`src/rtl/piggy_coin_bank.sv`:
```
// Multi-slot coin accumulator: per-slot synchronise + debounce + edge detect,
// saturating denomination adder and a COLLECT/PAID state machine.
module piggy_coin_bank #(
  parameter int                   N_COINS    = 3,
  parameter int                   WIDTH      = 8,
  parameter int                   DEB_CYCLES = 4,
  parameter logic [N_COINS*8-1:0] COIN_VALS  = {8'd10, 8'd5, 8'd1}
) (
  input  logic               clk,
  input  logic               rst_n,
  input  logic [N_COINS-1:0] coin_in,
  input  logic [WIDTH-1:0]   target,
  input  logic               clear,
  output logic [N_COINS-1:0] coin_pulse,
  output logic [WIDTH-1:0]   total,
  output logic               paid,
  output logic [WIDTH-1:0]   change,
  output logic               overflow,
  output logic               reject
);

  // Sum width covers eight full-scale 8-bit denominations, so it can never wrap.
  localparam int SW = ((WIDTH > 8) ? WIDTH : 8) + 4;
  localparam int CW = (DEB_CYCLES < 2) ? 1 : $clog2(DEB_CYCLES);
  localparam logic [CW-1:0] DEB_LAST = CW'(DEB_CYCLES - 1);
  localparam logic [SW-1:0] MAX_TOTAL = SW'({WIDTH{1'b1}});

  typedef enum logic [0:0] {
    COLLECT = 1'b0,
    PAID    = 1'b1
  } state_t;

  logic [N_COINS-1:0] sync1_r;
  logic [N_COINS-1:0] sync2_r;
  logic [N_COINS-1:0] deb_r;
  logic [N_COINS-1:0] deb_d_r;
  logic [N_COINS-1:0] pulse_r;
  logic [CW-1:0]      cnt_r [N_COINS];

  state_t             state_r;
  logic [WIDTH-1:0]   total_r;
  logic [WIDTH-1:0]   change_r;
  logic               paid_r;
  logic               overflow_r;
  logic               reject_r;

  logic [SW-1:0]      add_s;
  logic [SW-1:0]      sum_s;
  logic [WIDTH-1:0]   sat_s;
  logic               clip_s;
  logic               hit_s;

  // Synchroniser, stability counter and debounced level per slot; clear leaves these alone.
  always_ff @(posedge clk or negedge rst_n) begin
    if (!rst_n) begin
      sync1_r <= '0;
      sync2_r <= '0;
      deb_r   <= '0;
      for (int i = 0; i < N_COINS; i++) begin
        cnt_r[i] <= '0;
      end
    end else begin
      sync1_r <= coin_in;
      sync2_r <= sync1_r;
      for (int i = 0; i < N_COINS; i++) begin
        if (sync2_r[i] != deb_r[i]) begin
          if (cnt_r[i] == DEB_LAST) begin
            deb_r[i] <= ~deb_r[i];
            cnt_r[i] <= '0;
          end else begin
            cnt_r[i] <= cnt_r[i] + CW'(1);
          end
        end else begin
          cnt_r[i] <= '0;
        end
      end
    end
  end

  // Registered rising-edge detect of the debounced levels.
  always_ff @(posedge clk or negedge rst_n) begin
    if (!rst_n) begin
      deb_d_r <= '0;
      pulse_r <= '0;
    end else begin
      deb_d_r <= deb_r;
      pulse_r <= deb_r & ~deb_d_r;
    end
  end

  // Add every pulsing slot's denomination at once, then saturate and compare to target.
  always_comb begin
    add_s = '0;
    for (int i = 0; i < N_COINS; i++) begin
      if (pulse_r[i]) begin
        add_s = add_s + SW'(COIN_VALS[8*i +: 8]);
      end else begin
        add_s = add_s;
      end
    end
    sum_s = SW'(total_r) + add_s;
    if (sum_s > MAX_TOTAL) begin
      sat_s  = {WIDTH{1'b1}};
      clip_s = 1'b1;
    end else begin
      sat_s  = sum_s[WIDTH-1:0];
      clip_s = 1'b0;
    end
    hit_s = (target != '0) && (sat_s >= target);
  end

  // Bank state machine; clear outranks both coins and the current state.
  always_ff @(posedge clk or negedge rst_n) begin
    if (!rst_n) begin
      state_r    <= COLLECT;
      total_r    <= '0;
      change_r   <= '0;
      paid_r     <= 1'b0;
      overflow_r <= 1'b0;
      reject_r   <= 1'b0;
    end else if (clear) begin
      state_r    <= COLLECT;
      total_r    <= '0;
      change_r   <= '0;
      paid_r     <= 1'b0;
      overflow_r <= 1'b0;
      reject_r   <= 1'b0;
    end else begin
      case (state_r)
        COLLECT: begin
          reject_r <= 1'b0;
          total_r  <= sat_s;
          if (clip_s) begin
            overflow_r <= 1'b1;
          end else begin
            overflow_r <= overflow_r;
          end
          if (hit_s) begin
            state_r  <= PAID;
            paid_r   <= 1'b1;
            change_r <= sat_s - target;
          end else begin
            state_r  <= COLLECT;
            paid_r   <= 1'b0;
            change_r <= '0;
          end
        end
        PAID: begin
          // Total and change stay frozen; any arriving coin is bounced back.
          reject_r <= |pulse_r;
        end
        default: begin
          state_r    <= COLLECT;
          total_r    <= '0;
          change_r   <= '0;
          paid_r     <= 1'b0;
          overflow_r <= 1'b0;
          reject_r   <= 1'b0;
        end
      endcase
    end
  end

  assign coin_pulse = pulse_r;
  assign total      = total_r;
  assign paid       = paid_r;
  assign change     = change_r;
  assign overflow   = overflow_r;
  assign reject     = reject_r;

endmodule
```
`config.mk`:
```
export PLATFORM = sky130hd
export DESIGN_NAME = piggy_coin_bank
export DESIGN_NICKNAME = d
export VERILOG_FILES = /design/src/rtl/piggy_coin_bank.sv
export SDC_FILE = /design/constraint.sdc
export NUM_CORES = 1
export LEC_CHECK = 0
export CAP_MARGIN = 40
export CELL_PAD_IN_SITES_DETAIL_PLACEMENT = 0
export CELL_PAD_IN_SITES_GLOBAL_PLACEMENT = 1
export CORE_MARGIN = 4
export CORE_UTILIZATION = 41
export CTS_BUF_LIST = sky130_fd_sc_hd__clkbuf_4 sky130_fd_sc_hd__clkbuf_8
export DETAILED_ROUTE_END_ITERATION = 12
export DONT_BUFFER_PORTS = 1
export GPL_ROUTABILITY_DRIVEN = 0
export PLACE_DENSITY_LB_ADDON = 0.1
export SETUP_SLACK_MARGIN = 0.4
export SYNTH_ARGS = -nofsm -noshare
export SYNTH_HDL_FRONTEND = slang
export SYNTH_SLANG_ARGS = --single-unit
```
`constraint.sdc`:
```
create_clock -name clk -period 4.3 [get_ports clk]
set_input_delay 1.29 -clock clk [delete_from_list [all_inputs] [get_ports clk]]
set_output_delay 1.29 -clock clk [all_outputs]
set_load 0.02 [all_outputs]
```
[After elaboration in Yosys (flattened, before gate mapping)]
Index checks and enable logic that the tools add are counted.
Word-level totals
  bits in registers: 41
  output and inout port bits: 22
  logic and storage cells: 72
Cells by class
  $add $sub $neg: 7
  magnitude comparators: 2
  eq/ne operators: 7
  multiplexer cells: 26
  bitwise gates (word level): 6
  reduce and logical (&&, ||, !) cells: 8
Operators by type and width (count)
  8-bit two-way mux: 6
  12-bit two-way mux: 2
  12-bit by 3-bit adder with 12-bit output, second input constant: 1
  12-bit by 4-bit adder with 12-bit output, second input constant: 1
  8-bit by 12-bit adder with 12-bit output: 1
  12-bit by 8-bit > comparator with 1-bit output, second input constant: 1
  2-bit two-way mux: 6
  1-bit two-way mux: 11
  8-bit greater-or-equal comparator: 1
  2-bit AND reduction: 4
  8-bit nonzero test: 1
  8-bit subtractor: 1
  2-bit by 1-bit adder with 2-bit output, second input constant: 3
  2-bit == test, second input constant: 3
  1-bit NOT: 4
  3-bit bitwise AND: 1
  1-bit != test: 3
  3-bit NOT: 1
  3-bit OR reduction: 1
  2-bit != test, second input constant: 1
  1-bit one-hot mux with 2 select lines: 1
  2-bit nonzero test: 1
  1-bit logical AND: 1

[Longest topological paths before layout]
  depth in word-level cells: 13
  mapped depth: 19
  mapped depth without buffers: 17

[Least setup slack after synthesis]
No wires, ideal clock.
  path kind: register to register
  from: register pulse_r[1], in the netlist coin_pulse[1]
  to: register change_r[2], in the netlist change[2]
  data arrival time: 3.752 ns
  required time: 4.178 ns
  path slack: 0.426 ns
  cell stages (with the launch flop): 20
  path buffers: 2
  cell sequence: dfrtp_1 ha_1 inv_1 ha_1 inv_1 fa_1 a21o_1 a21o_2 a21o_4 nand4_4 buf_8 and2b_1 ha_1 fa_1 and2b_1 o21ai_2 a311oi_2 o21a_1 buf_4 a32o_1
Between the ends
  cells in the longest elaborated chain, start to end: 11
  elaborated cells between the ends (all ways): 12
  classes of those cells: add/sub (3); order compare (2); mux (6); reduce/logical (1)
Ends and longest elaborated chain
  from (decl): line 37  | logic [N_COINS-1:0] pulse_r;
  from (signal assigned): line 87  | pulse_r <= deb_r & ~deb_d_r;
  12-bit two-way mux (*): line 95  | if (pulse_r[i]) begin
  12-bit by 4-bit adder with 12-bit output: line 96  | add_s = add_s + SW'(COIN_VALS[8*i +: 8]);
  12-bit two-way mux (*): line 95
  8-bit by 12-bit adder with 12-bit output (*): line 101  | sum_s = SW'(total_r) + add_s;
  12-bit by 8-bit > comparator with 1-bit output: line 102  | if (sum_s > MAX_TOTAL) begin
  8-bit two-way mux (*): line 102
  8-bit greater-or-equal comparator: line 109  | hit_s = (target != '0) && (sat_s >= target);
  1-bit logical AND: line 109
  8-bit two-way mux (*): line 138  | if (hit_s) begin
  8-bit two-way mux (*): line 129  | case (state_r)
  8-bit two-way mux (*): line 121  | end else if (clear) begin
  to (signal assigned): line 141  | change_r <= sat_s - target;
  to (decl): line 42  | logic [WIDTH-1:0] change_r;
Every way passes the cells marked *; elsewhere a longest branch is shown, timed or not. The select of a mux whose other input is x is not followed.
A chain may end at the register's enable or synchronous reset.

[Worst setup path in the final report]
Same ends and word-level chain as after synthesis.

==> results_dict.tcl <==
set metrics [dict create \
    fmax_mhz 265 \
    hold_viol 0 \
    status "finished, final reports clean" \
    relSlewSlack_pct 58.0 \
    r2r_cells 17 \
    cp.arrival_ns 3.95 \
    stdcell_area_um2 2520 \
    placed_area_um2 2320 \
    top_usage_layer "met2" \
    max-cap-violations 0 \
    row_count 26 \
    synth-main-ff-cell "dfrtp_1" \
    hold_buffers 0 \
    vias 1563 \
    cts_tree "done" \
    setup_tns_ns 0 \
    use_met1_pct 17.0 \
    grtUsageMet2_pct 24.8 \
    grt_pass1_vias 1530 \
    finalPower_mw 1.78 \
    initial_utilization_pct 43.2 \
    final_nets 252 \
    yosys_warnings 0 \
    ys_async_sr_fraction_pct 100 \
    crit_start "coin_pulse[1]$_DFF_PN0_" \
    worst-path-stages 17 \
    drive_above_1_share_pct 18.1 \
    num_io_pins 36 \
    grt_overflow_total 0 \
    drtIter0Drc 131 \
    finalCritPeriodShare_pct 87.7 \
    yosys_register_bits 41 \
    dpl.hpwl_um 3380 \
    cts_buffers 5 \
    synthCells 207 \
    use_met3_pct 4.45 \
    tightest_slew_ns 0.628 \
    slowest_stage "dfrtp_2" \
    grt_max_degree 42 \
    crit_chain "ha_4 > inv_2 > ha_4 > inv_2 > fa_2 > a21o_1 > a21o_2 > a21o_4 > nand4_4 > and2b_1 > ha_4 > fa_2 > and2b_1 > o21ai_2 > a311oi_2 > o21a_2 > a32o_1" \
    fin_skew_ns 0.00637 \
    slowest_delay_ns 0.48 \
    clock_sinks 41 \
    synth_cell_types 44 \
    antenna_found_initial 0 \
    worstReg2RegStart "coin_pulse[1]$_DFF_PN0_" \
    setup_violations 0 \
    reg2reg_to "change[2]$_DFFE_PN0P_" \
    vias_per_cell 5.47 \
    pwr_density_cell_nw_per_um2 707 \
    synth_edf_count 0 \
    clk_pin_slew_worst_paths_ns 0.08 \
    synth.cell_area_um2 2260 \
    syn_area_per_cell_um2 10.9 \
    finalMaxSlewViolations 0 \
    p_switching_uw 733 \
    core_area_um2 5240 \
    critPathBufInv 2 \
    die_h_um 82.3 \
    cpMostUsedCell "ha_4" \
    p_int_mw 1.05 \
    portBuffers 0 \
    routedWlPerCell_um 16.5 \
    min_period_ns 3.77 \
    cts_root_buffer "clkbuf_8" \
    nFillCells 494 \
    swShare_pct 41.1 \
    area_growth_pct 11.3 \
    power_frac_comb_pct 51.3 \
    synth-seq-area-share_pct 45.3 \
    end_kind "flop" \
    p_leak_nw 1.20 \
    cp-start-kind "flop" \
    worst_ep_required_time_ns 4.48 \
    cts_buffer_depth 2 \
    syn_nets 244 \
    antennaDiodeCount 0 \
    dieArea_um2 6770 \
    clk-insertion-delay-late_ns 0.29 \
    die_x_um 82.3 \
    drt-total-wl_um 4710 \
    seqPwrFrac_pct 34.8 \
    pwr-share-clk_pct 13.9 \
    htreeDepth 2 \
    finish.utilization_pct 48.1 \
    ant_nets 0 \
    irDropWorstVdd_mv 0.299 \
    hp-class "flop to flop" \
    track_usage_pct 14.4 \
    cp-endpoint "change[2]$_DFFE_PN0P_" \
    drtPass1Iterations 5 \
    drc 0 \
    worstSetupPathType "flop to flop" \
    crit_family "compound AO/OA/AOI/OAI gates" \
    hold_depth 0 \
    r2r_slack_ns 0.53 \
    grt_pass1_wl_um 7250 \
    cp_max_fo 7 \
    rsz0062_at_grt "yes" \
]
worst reg2reg max path: stages, from the launching register on:
cell and delay (ns):
dfrtp_2 0.48, ha_4 0.17, inv_2 0.04, ha_4 0.25, inv_2 0.04, fa_2 0.35, a21o_1 0.19, a21o_2 0.21
a21o_4 0.23, nand4_4 0.13, and2b_1 0.19, ha_4 0.16, fa_2 0.21, and2b_1 0.19, o21ai_2 0.16, a311oi_2 0.14
o21a_2 0.27, a32o_1 0.26
layer usage:
layer	wire [um]	share of wire [%]	vias up
li1	-	-	748
met1	2000	42	762
met2	2320	49	44
met3	344	7.3	9
met4	49	1.0	0
met5	0	0	-
placed cells by master, fill, tap and decap left out, drive strengths merged, types with 2 or more instances in the layout:
cell / count
xnor2: 7
clkbuf: 6
nor3: 3
a211oi: 3
dfrtp: 41
nor2b: 8
a32o: 3
ha: 21
nand2b: 5
and2b: 3
inv: 19
o21a: 4
fa: 2
clkinv: 3
xor2: 2
a311oi: 6
a22o: 5
or3: 2
buf: 6
nand2: 10
a21oi: 9
nor2: 14
a221oi: 2
a21o: 7
mux2: 3
nand4: 2
a31oi: 4
o21ai: 8
flip-flops by register name, summed over array words and instances (netlist names):
signal	cells
change	8
cnt_r	6
coin_pulse	3
deb_d_r	3
deb_r	3
overflow	1
paid	1
reject	1
state_r	1
sync1_r	3
sync2_r	3
total	8
cell type report:
cell class              count  area, um2  share of cell area [%]
multi-input cells         141       1200                    47.5
repair buffers              6       45.0                    1.79
inverters                  20       75.1                    2.98
well taps                  70       87.6                    3.48
flip-flops and latches     41       1030                    40.8
clock buffers               6       76.3                    3.03
clock inverters             2       10.0                   0.397
worst min-delay path by stage:
stage                     slack, ns                  from                   end
after floorplan                0.33  sync1_r[0]$_DFF_PN0_  sync2_r[0]$_DFF_PN0_
after global placement         0.34  sync1_r[1]$_DFF_PN0_  sync2_r[1]$_DFF_PN0_
after detailed placement       0.34  sync1_r[0]$_DFF_PN0_  sync2_r[0]$_DFF_PN0_
after CTS                      0.35  sync1_r[2]$_DFF_PN0_  sync2_r[2]$_DFF_PN0_
after global routing           0.36  sync1_r[2]$_DFF_PN0_  sync2_r[2]$_DFF_PN0_
final                          0.35  sync1_r[2]$_DFF_PN0_  sync2_r[2]$_DFF_PN0_
synth_stat cells, types with 2 or more instances:
cell type,count,share of area (%)
nor3_1,3,0.66
buf_4,2,0.66
ha_1,21,12
xnor2_1,7,2.7
a32o_1,3,1.3
nor2_1,14,2.3
a22o_1,5,1.9
nand2b_1,5,1.4
a21o_1,5,1.7
inv_1,19,3.2
nor2b_1,8,2.2
xor2_1,2,0.77
clkbuf_1,2,0.33
dfrtp_1,41,45
a21oi_1,9,2.0
a311oi_2,2,1.3
a31oi_1,4,1.1
a311oi_1,4,1.5
fa_1,2,1.8
o21ai_0,6,1.3
a211oi_1,3,0.99
a221oi_2,2,1.3
or3_1,2,0.55
nand2_1,10,1.7
mux2_2,3,1.5
o21a_1,3,0.99
and2b_1,3,0.99
repair_timing:
action / in CTS / in global routing
hold endpoints to repair: 0 / 0
setup buffers: 2 / 3
setup endpoints to repair: 9 / 9
pin swaps: 0 / 12
gates cloned: 0 / 1
resized for setup: 2 / 14
power by group through the flow:
stage	Combinational, mW	Clock, mW	Sequential [mW]
6_report	0.914	0.248	0.620
3_5_place_dp	0.827	0	0.621
3_3_place_gp	0.819	0	0.616
4_1_cts	0.838	0.259	0.615
5_1_grt	1.03	0.279	0.636
2_1_floorplan	0.675	0	0.591
stage by stage:
stage | hold slack, ns | setup slack, ns | cells
3_3_place_gp | 0.335 | 0.313 | 272
4_1_cts | 0.353 | 0.407 | 282
2_1_floorplan | 0.331 | 0.426 | 207
3_5_place_dp | 0.340 | 0.230 | 272
5_1_grt | 0.362 | 0.373 | 286
6_report | 0.352 | 0.528 | 286
kinds of logic after synthesis:
group / Yosys count / synth area share (%)
AO/OA/AOI/OAI: 54 / 18.9
XOR/XNOR: 9 / 3.48
adder cells (fa/ha/maj): 23 / 13.4
buffers and inverters: 26 / 5.20
flip-flops: 41 / 45.3
multiplexers: 3 / 1.49
AND/OR/NAND/NOR: 51 / 12.2
Power figures use the tool's default switching activity.
